**src/rtl/gol_window.sv**
```systemverilog
// gol_window: raster-order Game-of-Life neighbourhood extractor.
// Two line buffers plus three taps present a masked 3x3 window per cell.
`default_nettype none

module gol_window #(
  parameter int WIDTH  = 16,
  parameter int HEIGHT = 16
) (
  input  logic                      clk,
  input  logic                      rst,
  input  logic                      in_valid,
  output logic                      in_ready,
  input  logic                      in_cell,
  input  logic                      in_sof,
  output logic                      out_valid,
  output logic                      out_center,
  output logic                      out_a,
  output logic                      out_b,
  output logic                      out_c,
  output logic                      out_d,
  output logic                      out_e,
  output logic                      out_f,
  output logic                      out_g,
  output logic                      out_h,
  output logic [$clog2(WIDTH)-1:0]  out_x,
  output logic [$clog2(HEIGHT)-1:0] out_y,
  output logic                      out_eof
);

  localparam int XW   = $clog2(WIDTH);
  localparam int YW   = $clog2(HEIGHT);
  localparam int SW   = $clog2(WIDTH * HEIGHT);
  localparam int FW   = $clog2(WIDTH + 1);
  localparam int NWIN = 2 * WIDTH + 3;

  localparam logic [1:0] S_IDLE  = 2'd0;
  localparam logic [1:0] S_FILL  = 2'd1;
  localparam logic [1:0] S_RUN   = 2'd2;
  localparam logic [1:0] S_FLUSH = 2'd3;

  localparam logic [SW-1:0] C_FILL_END  = SW'(WIDTH);
  localparam logic [SW-1:0] C_RUN_END   = SW'(WIDTH * HEIGHT - 1);
  localparam logic [FW-1:0] C_FLUSH_END = FW'(WIDTH);
  localparam logic [XW-1:0] C_XMAX      = XW'(WIDTH - 1);
  localparam logic [YW-1:0] C_YMAX      = YW'(HEIGHT - 1);

  // Tap positions in the shifted window; index 0 is the newest cell (SE of centre).
  localparam int T_SE = 0;
  localparam int T_S  = 1;
  localparam int T_SW = 2;
  localparam int T_E  = WIDTH;
  localparam int T_C  = WIDTH + 1;
  localparam int T_W  = WIDTH + 2;
  localparam int T_NE = 2 * WIDTH;
  localparam int T_N  = 2 * WIDTH + 1;
  localparam int T_NW = 2 * WIDTH + 2;

  logic [1:0]      r_state;
  logic [SW-1:0]   r_slot;
  logic [FW-1:0]   r_fcnt;
  logic [XW-1:0]   r_cx;
  logic [YW-1:0]   r_cy;
  // The oldest window cell is only ever read as it leaves, so it is never stored.
  logic [NWIN-2:0] r_win;

  logic            r_valid;
  logic            r_center;
  logic [7:0]      r_nb;
  logic [XW-1:0]   r_ox;
  logic [YW-1:0]   r_oy;
  logic            r_eof;

  logic            w_ready;
  logic            w_accept;
  logic            w_flush;
  logic            w_start;
  logic            w_data;
  logic            w_shift;
  logic            w_emit;
  logic [NWIN-1:0] w_win;
  logic            w_x_lo;
  logic            w_x_hi;
  logic            w_y_lo;
  logic            w_y_hi;
  logic [1:0]      w_state_nxt;
  logic [SW-1:0]   w_slot_nxt;
  logic [FW-1:0]   w_fcnt_nxt;
  logic [XW-1:0]   w_cx_nxt;
  logic [YW-1:0]   w_cy_nxt;
  logic [7:0]      w_nb;

  assign w_flush  = (r_state == S_FLUSH);
  assign w_ready  = ~rst & ~w_flush;
  assign w_accept = in_valid & w_ready;
  assign w_start  = w_accept & in_sof;
  assign w_data   = w_accept & ~in_sof & ((r_state == S_FILL) | (r_state == S_RUN));
  assign w_shift  = w_start | w_data | w_flush;
  assign w_emit   = (w_data & (r_state == S_RUN)) | w_flush;
  assign w_win    = {r_win, (w_flush ? 1'b0 : in_cell)};

  assign w_x_lo = (r_cx == '0);
  assign w_x_hi = (r_cx == C_XMAX);
  assign w_y_lo = (r_cy == '0);
  assign w_y_hi = (r_cy == C_YMAX);

  // Neighbour order a..h = NW,N,NE,W,E,SW,S,SE; off-grid neighbours read as dead.
  assign w_nb = {
    w_win[T_NW] & ~w_x_lo & ~w_y_lo,
    w_win[T_N]  & ~w_y_lo,
    w_win[T_NE] & ~w_x_hi & ~w_y_lo,
    w_win[T_W]  & ~w_x_lo,
    w_win[T_E]  & ~w_x_hi,
    w_win[T_SW] & ~w_x_lo & ~w_y_hi,
    w_win[T_S]  & ~w_y_hi,
    w_win[T_SE] & ~w_x_hi & ~w_y_hi
  };

  always_comb begin
    w_state_nxt = r_state;
    w_slot_nxt  = r_slot;
    w_fcnt_nxt  = r_fcnt;
    if (w_start) begin
      w_state_nxt = S_FILL;
      w_slot_nxt  = SW'(1);
    end else if (w_data) begin
      w_slot_nxt = r_slot + SW'(1);
      if ((r_state == S_FILL) && (r_slot == C_FILL_END)) begin
        w_state_nxt = S_RUN;
      end
      if ((r_state == S_RUN) && (r_slot == C_RUN_END)) begin
        w_state_nxt = S_FLUSH;
        w_fcnt_nxt  = '0;
      end
    end else if (w_flush) begin
      if (r_fcnt == C_FLUSH_END) begin
        w_state_nxt = S_IDLE;
      end else begin
        w_fcnt_nxt = r_fcnt + FW'(1);
      end
    end
  end

  always_comb begin
    w_cx_nxt = r_cx;
    w_cy_nxt = r_cy;
    if (w_start) begin
      w_cx_nxt = '0;
      w_cy_nxt = '0;
    end else if (w_emit) begin
      if (w_x_hi) begin
        w_cx_nxt = '0;
        w_cy_nxt = w_y_hi ? '0 : r_cy + YW'(1);
      end else begin
        w_cx_nxt = r_cx + XW'(1);
      end
    end
  end

  always_ff @(posedge clk or posedge rst) begin
    if (rst) begin
      r_state <= S_IDLE;
      r_slot  <= '0;
      r_fcnt  <= '0;
      r_cx    <= '0;
      r_cy    <= '0;
      r_win   <= '0;
    end else begin
      r_state <= w_state_nxt;
      r_slot  <= w_slot_nxt;
      r_fcnt  <= w_fcnt_nxt;
      r_cx    <= w_cx_nxt;
      r_cy    <= w_cy_nxt;
      if (w_shift) begin
        r_win <= w_win[NWIN-2:0];
      end
    end
  end

  always_ff @(posedge clk or posedge rst) begin
    if (rst) begin
      r_valid  <= 1'b0;
      r_center <= 1'b0;
      r_nb     <= '0;
      r_ox     <= '0;
      r_oy     <= '0;
      r_eof    <= 1'b0;
    end else if (w_emit) begin
      r_valid  <= 1'b1;
      r_center <= w_win[T_C];
      r_nb     <= w_nb;
      r_ox     <= r_cx;
      r_oy     <= r_cy;
      r_eof    <= w_x_hi & w_y_hi;
    end else begin
      r_valid  <= 1'b0;
      r_center <= 1'b0;
      r_nb     <= '0;
      r_eof    <= 1'b0;
    end
  end

  assign in_ready   = w_ready;
  assign out_valid  = r_valid;
  assign out_center = r_center;
  assign out_a      = r_nb[7];
  assign out_b      = r_nb[6];
  assign out_c      = r_nb[5];
  assign out_d      = r_nb[4];
  assign out_e      = r_nb[3];
  assign out_f      = r_nb[2];
  assign out_g      = r_nb[1];
  assign out_h      = r_nb[0];
  assign out_x      = r_ox;
  assign out_y      = r_oy;
  assign out_eof    = r_eof;

endmodule

`default_nettype wire

```
**config.mk**
```make
export PLATFORM = sky130hd
export DESIGN_NAME = gol_window
export DESIGN_NICKNAME = d
export VERILOG_FILES = /design/src/rtl/gol_window.sv
export SDC_FILE = /design/constraint.sdc
export NUM_CORES = 1
export LEC_CHECK = 0
export BUFFER_PORTS_ARGS = -buffer_cell sky130_fd_sc_hd__clkbuf_2
export CORE_AREA = 5 5 92 111
export CTS_CLUSTER_SIZE = 30
export DETAILED_ROUTE_END_ITERATION = 8
export DIE_AREA = 0 0 97 116
export GPL_TIMING_DRIVEN = 0
export SYNTH_ARGS = -nofsm -noshare
export SYNTH_HDL_FRONTEND = slang
export SYNTH_SLANG_ARGS = --single-unit
```
**constraint.sdc**
```tcl
create_clock -name clk -period 4.5 [get_ports clk]
set_clock_uncertainty 0.15 [all_clocks]
set_input_delay 0.9 -clock clk [delete_from_list [all_inputs] [get_ports clk]]
set_output_delay 0.9 -clock clk [all_outputs]
set_load 0.03 [all_outputs]
```
==> impl_metrics.ini, run 1 <==
[pwr]
powerDensity_mw_per_mm2 = 445
power_uw = 1780
p_comb_share_pct = 15.3
clockPowerShare_pct = 37.9
intPower_uw = 1340
swShare_pct = 24.8
pwr-share-seq_pct = 46.7
vdd.ir_drop.worst_v = 0.000161
leakagePower_uw = 0.00202
p_sw_uw = 441

[sta]
maxSlewHeadroom_pct = 56.2
hold_violations = 0
timing.final.crit_period_ns = 2.44
fmax_mhz = 409
tns_ns = 0
finalSetupViolations = 0
hold_ws_ns = 0.327
rsz0062_at_grt = no
tightest_slew_ns = 0.654
final-max-slew-violation-count = 0
min_period_over_period_pct = 54.3

[clock_network]
cts_resized = 0
clock-sinks = 76
worst_skew_pair.late_latency_ns = 0.34
htree_levels = 3
cts_buffers = 9
clkTransAtPathRegs_ns = 0.08
cts_setup_buffers = 0
cts_tree = yes
cts_buffer_depth = 2
clockRootBuffer = clkbuf_8
ctsHoldBuffers = 0

[layout]
fillCellCount = 831
diodes = 0
area_growth_pct = 16.3
final_layout_size_suffix_gt1_share_pct = 28.2
nets = 324

[worst_setup_path]
critPathKind = in -> out
start_kind = input port
critPathArrivalTime_ns = 1.39
crit_chain = clkbuf_2, nor2_1, clkbuf_2
cp_data_required_time_ns = 3.45
r2r-start = r_state[0]
crit_fanout = 5
slowest_delay_ns = 0.23
end_kind = output port
worstSetupStartpoint = rst
cpMaxStageDelayCell = clkbuf_2
crit_top_cell = clkbuf_2

[global_route]
grt_usage_pct = 11.8
antenna_found_initial = 0
grt_overflow = 0
grt_pass1_wl_um = 10700
grt_pass1_vias = 2227
grt_max_degree = 69

[logic_synthesis]
synth_area_mm2 = 0.00344
synth-edff-count = 0
syn_inst = 272
async_reset_ff_share_pct = 100
yosys_warnings = 0
ys_seq_elements = 76
synth_cell_type_count = 46
syn_nets = 288
synthFlopType = dfrtp_1
syn_avg_cell_area_um2 = 12.6
seq_area_frac_synth_pct = 55.3

[placement]
place.gp.congestion = 0.761
place.port_buffers = 24
dp_hpwl_um = 4230

[route]
wire_per_inst_um = 14.3
wl_um = 6160
ant_nets = 0
viasPerCell = 4.87
drc_errors = 0
dr.pass1.iters = 4
drtIter0Drc = 70
dr_total_vias = 2104

[die]
dieArea_mm2 = 0.0113
num_rows = 38
die_h_um = 116
die_w_um = 97
start_util_pct = 38.2
core_mm2 = 0.00899
io_pins = 25

[run_status]
outcome = finished, final reports clean

[job]
drv_cap = 0

[min_path]
hp-class = in -> async
==> routing by layer <==
metal / vias to the layer above / GRT usage, % / share of wire (%)
met5: - / 0 / 0
met4: 0 / 5.06 / 1.5
met3: 10 / 2.41 / 2.9
met2: 31 / 18.9 / 46
met1: 1046 / 15.6 / 49
li1: 1017 / - / -
==> cell type report <==
type,count,area [um2],share of cell area [%]
Buffer,11,66.3,1.66
Clock buffer,9,124,3.10
Clock inverter,6,138,3.44
Inverter,16,62.6,1.56
Multi-Input combinational cell,169,1410,35.2
Sequential cell,76,1900,47.6
Tap cell,120,150,3.75
Timing Repair Buffer,25,148,3.69
==> Yosys cell counts, drive strengths merged (2+ instances only) <==
cell	instances	area share, %
o211ai	2	0.44
mux2	37	15
buf	6	1.4
nand4bb	2	0.66
nor2	15	2.1
xnor2	5	1.3
a22o	2	0.51
dfrtp	76	55
nor3b	3	0.66
and2	3	0.55
or3	2	0.36
o31ai	4	0.87
a21oi	9	1.3
nor3	6	1.2
nor4	2	0.36
ha	11	4.0
o21ai	10	1.5
nand2	20	2.2
inv	16	1.7
nand3	8	1.2
and3	8	1.5
mux2i	3	0.87
clkbuf	5	0.55
==> power by group through the flow <==
| stage | registers, uW | logic (uW) | clock network, uW |
|---|---|---|---|
| after floorplan | 839 | 216 | 0 |
| after global placement | 841 | 268 | 0 |
| final | 832 | 273 | 675 |
| after CTS | 832 | 278 | 691 |
| after global routing | 843 | 303 | 726 |
| after detailed placement | 846 | 275 | 0 |
==> flip-flops by register name, summed over array words and instances (netlist names) <==
name        flops
r_slot          8
r_cx            4
r_state         2
r_cy            4
out_center      1
out_x           4
r_win          34
out_valid       1
out_eof         1
r_fcnt          5
out_y           4
r_nb            8
==> per-stage QoR <==
step / setup WS, ns / area (um2) / util (%) / cells
3_5_place_dp: 1.71 / 3740 / 41.6 / 417
6_report: 2.06 / 4000 / 44.5 / 432
3_3_place_gp: 0.533 / 3710 / 41.3 / 416
5_1_grt: 2.00 / 4000 / 44.5 / 432
4_1_cts: 2.05 / 4000 / 44.5 / 432
2_1_floorplan: 1.51 / 3440 / - / 272
==> logic make-up after synthesis <==
logic type | count (synthesis) | synth area share, %
fa+ha+maj | 11 | 4.00
compound gates | 37 | 6.88
simple gates | 75 | 12.3
flops | 76 | 55.3
buf+inv | 27 | 3.68
mux | 40 | 16.3
xor+xnor | 6 | 1.53
==> path summary, 6_finish.rpt <==
kind                               to  slack, ns  cells past startpoint
setup / recovery             in_ready       2.06                      3
setup reg to reg            r_win[22]       2.13                      7
max in group asynchronous    out_y[2]       3.31                      3
hold / removal             r_state[0]       0.33                      2
min in group clk             out_x[1]       0.34                      2
hold reg to reg              out_x[1]       0.34                      2
==> layout by cell type, fill, tap and decap left out, types with 2 or more instances in the layout <==
cell type	synthesis	layout
nand2_1	20	20
xnor2_1	5	5
clkinv_4	0	2
nor3_1	5	5
mux2_2	7	7
nand4bb_1	2	2
and3_1	8	8
buf_2	2	2
buf_6	3	3
o31ai_1	4	4
or3_1	2	2
inv_1	16	15
clkbuf_1	5	5
a21oi_1	9	9
o21ai_1	2	2
nor4_1	2	2
nand3_1	8	8
nor3b_1	3	3
ha_1	11	11
and2_1	3	3
mux2_4	30	30
mux2i_1	3	3
clkbuf_8	0	9
o211ai_1	2	2
o21ai_0	8	8
nor2_1	14	14
dfrtp_1	76	76
bufinv_16	0	4
clkbuf_2	0	24
a22o_1	2	2
==> worst max-delay path: cells and delay by family <==
kind	cells	cell delay (ns)
buffers and inverters	2	0.36
AND/OR/NAND/NOR	1	0.14
No activity file was read; power rests on OpenSTA's default activity.
==> run 2, diff against run 1 <==
--- a/config.mk
+++ b/config.mk
@@ -5,11 +5,12 @@
 export SDC_FILE = /design/constraint.sdc
 export NUM_CORES = 1
 export LEC_CHECK = 0
+export ABC_AREA = 1
 export BUFFER_PORTS_ARGS = -buffer_cell sky130_fd_sc_hd__clkbuf_2
-export CORE_AREA = 5 5 92 111
+export CORE_AREA = 5 5 93 112
 export CTS_CLUSTER_SIZE = 30
 export DETAILED_ROUTE_END_ITERATION = 8
-export DIE_AREA = 0 0 97 116
+export DIE_AREA = 0 0 98 117
 export GPL_TIMING_DRIVEN = 0
 export SYNTH_ARGS = -nofsm -noshare
 export SYNTH_HDL_FRONTEND = slang
==> constraint.sdc (replaced) <==
create_clock -name clk -period 2.45 [get_ports clk]
set_clock_uncertainty 0.15 [all_clocks]
set_input_delay 0.49 -clock clk [delete_from_list [all_inputs] [get_ports clk]]
set_output_delay 0.49 -clock clk [all_outputs]
set_load 0.03 [all_outputs]
==> run 2 against run 1 <==
  * Global-route usage is 1.4 points higher
  * Sequential cell count is the same
  * Clock power increased by 110%
  * Area after synthesis increased by 2.2%
  * Largest power group unchanged
  * Highest routed layer unchanged
  * Largest cell class unchanged
  * Critical path type is now reg -> out
  * Critical path depth unchanged
  * Utilization up 0.18 points
==> impl_metrics.ini, run 2 <==
[layout]
largest_registers = r_win: 34 flops, r_nb: 8 flops, r_slot: 8 flops
final_layout_size_suffix_gt1_share_pct = 17.7
nets = 447
area_growth_pct = 18.5
largest_reg_flops = 34
diodes = 0
layout.cells.non_filler = 559
final_cell_mix = nand2_1 (119), dfrtp_1 (76), nand3_1 (44)
fillCellCount = 893
regMostFlops = r_win
final_util_pct = 44.7
final_common_cell = nand2_1

[logic_synthesis]
seq_area_frac_synth_pct = 54.1
yosys_warnings = 0
synthAdderAreaFrac_pct = 3.92
yosysMostFrequentCell = nand2_1
synth-edff-count = 0
synth_top_area_share_pct = 54.1
synth_xor_area_share_pct = 0.997
synth_top_family_by_area = simple AND/OR/NAND/NOR gates
synth_common_cells = nand2_1 (119), dfrtp_1 (76), nand3_1 (44)
synth_mux_area_share_pct = 0
synthFlopType = dfrtp_1
synth_area_mm2 = 0.00351
syn_inst = 394
syn_nets = 410
synth_compound_area_share_pct = 5.59
ys_top_cells_by_area = dfrtp_1 (54%), nand2_1 (13%), nand3_1 (6.3%)
async_reset_ff_share_pct = 100
syn_avg_cell_area_um2 = 8.92
yosys.area_share.simple_pct = 28.6
ys_seq_elements = 76
yosysTopAreaCell = dfrtp_1
synth_cell_type_count = 31

[global_route]
grt_pass1_vias = 2580
globalRouteMet2Util_pct = 22.8
grt_use_met1_pct = 15.4
grt_usage_pct = 13.2
grt_overflow = 0
grt_util_met3_pct = 2.25
grt_busiest_layer = met2
antenna_found_initial = 0
grt_max_degree = 30
grt_pass1_wl_um = 12100

[die]
dieArea_mm2 = 0.0115
num_rows = 39
start_util_pct = 37.7
die_w_um = 98
io_pins = 25
die_h_um = 117
core_mm2 = 0.00932

[route]
wl_um = 6770
wire_per_inst_um = 12.1
dr.pass1.iters = 4
viasPerCell = 4.75
dr_total_vias = 2654
drc_errors = 0
drtIter0Drc = 129
ant_nets = 0

[clock_network]
cts_buffers = 9
clockRootBuffer = clkbuf_16
worst_skew_pair.late_latency_ns = 0.34
ctsHoldBuffers = 0
clkTransAtPathRegs_ns = 0.06
cts_setup_buffers = 0
cts_buffer_depth = 2
cts_tree = yes
htree_levels = 3
clock-sinks = 76
cts_resized = 0

[pwr]
powerDensity_mw_per_mm2 = 1160
vdd.ir_drop.worst_v = 0.000363
leakagePower_uw = 0.00216

[min_path]
hp-class = in -> async

[sta]
tightest_slew_ns = 0.476
final-max-slew-violation-count = 0
finalSetupViolations = 0
fmax_mhz = 452
rsz0062_at_grt = no
min_period_over_period_pct = 90.2
finalWorstSetupSlack_ns = 0.239
maxSlewHeadroom_pct = 68.2
tns_ns = 0
timing.final.crit_period_ns = 2.21
hold_violations = 0

[placement]
dp_hpwl_um = 4870
place_ws_ns = 0.515
place.port_buffers = 24
dp_cells = 543
place.gp.congestion = 0.789

[job]
drv_cap = 0

[worst_setup_path]
worstRegToRegCells = 7
critPathArrivalTime_ns = 1.57
end_kind = output port
crit_fanout = 6
critPathKind = reg -> out
cp_data_required_time_ns = 1.81
start_kind = flop

[run_status]
outcome = finished, final reports clean
-- run 2: per-layer routing --
| layer | up-vias | routed length (um) |
|---|---|---|
| met5 | - | 0 |
| met4 | 0 | 196 |
| met3 | 14 | 235 |
| met2 | 38 | 3310 |
| met1 | 1260 | 3030 |
| li1 | 1342 | - |
-- run 2: power by group --
group	internal (uW)	leakage (uW)	switching, uW
logic	512	0.000986	940
registers	1650	0.00101	260
clock network	928	0.000160	524
total	3090	0.00216	1720
-- run 2: final timing paths --
kind | start | to | slack (ns)
worst max-delay path | r_state[0] | in_ready | 0.24
worst min-delay path | rst | r_win[15] | 0.08
worst max register to register | r_state[0] | r_fcnt[2] | 0.52
worst min register to register | r_win[13] | r_win[14] | 0.32
max in group asynchronous | rst | r_cx[1] | 1.58
min in group clk | r_win[13] | r_win[14] | 0.32
-- run 2: through the flow --
stage | hold slack (ns) | total power, uW | area [um2]
global placement | 0.301 | 3340 | 3790
finish | 0.0827 | 4810 | 4160
floorplan | 0.293 | 3020 | 3520
CTS | 0.0896 | 4890 | 4160
detailed placement | 0.309 | 3400 | 3830
global route | 0.120 | 5160 | 4160
-- run 2: cell families (layout without fill, tap and decap cells) --
group	count (synthesis)	in the layout
fa+ha+maj	11	11
simple gates	218	218
buf+inv	53	95
flops	76	76
xor+xnor	4	4
compound gates	32	32
-- run 2: area by class of cell --
class	count	area, um2	area share [%]
flip-flops and latches	76	1900	45.7
multi-input cells	265	1370	33.0
clock buffers	10	239	5.74
inverters	42	164	3.94
repair buffers	26	160	3.85
well taps	123	154	3.70
clock inverters	6	93.8	2.25
plain buffers	11	78.8	1.89
-- run 2: worst max-delay path: stages, from the launching register on --
cell      delay [ns]
dfrtp_1         0.41
ha_1            0.35
nor2_8          0.24
clkbuf_2        0.24
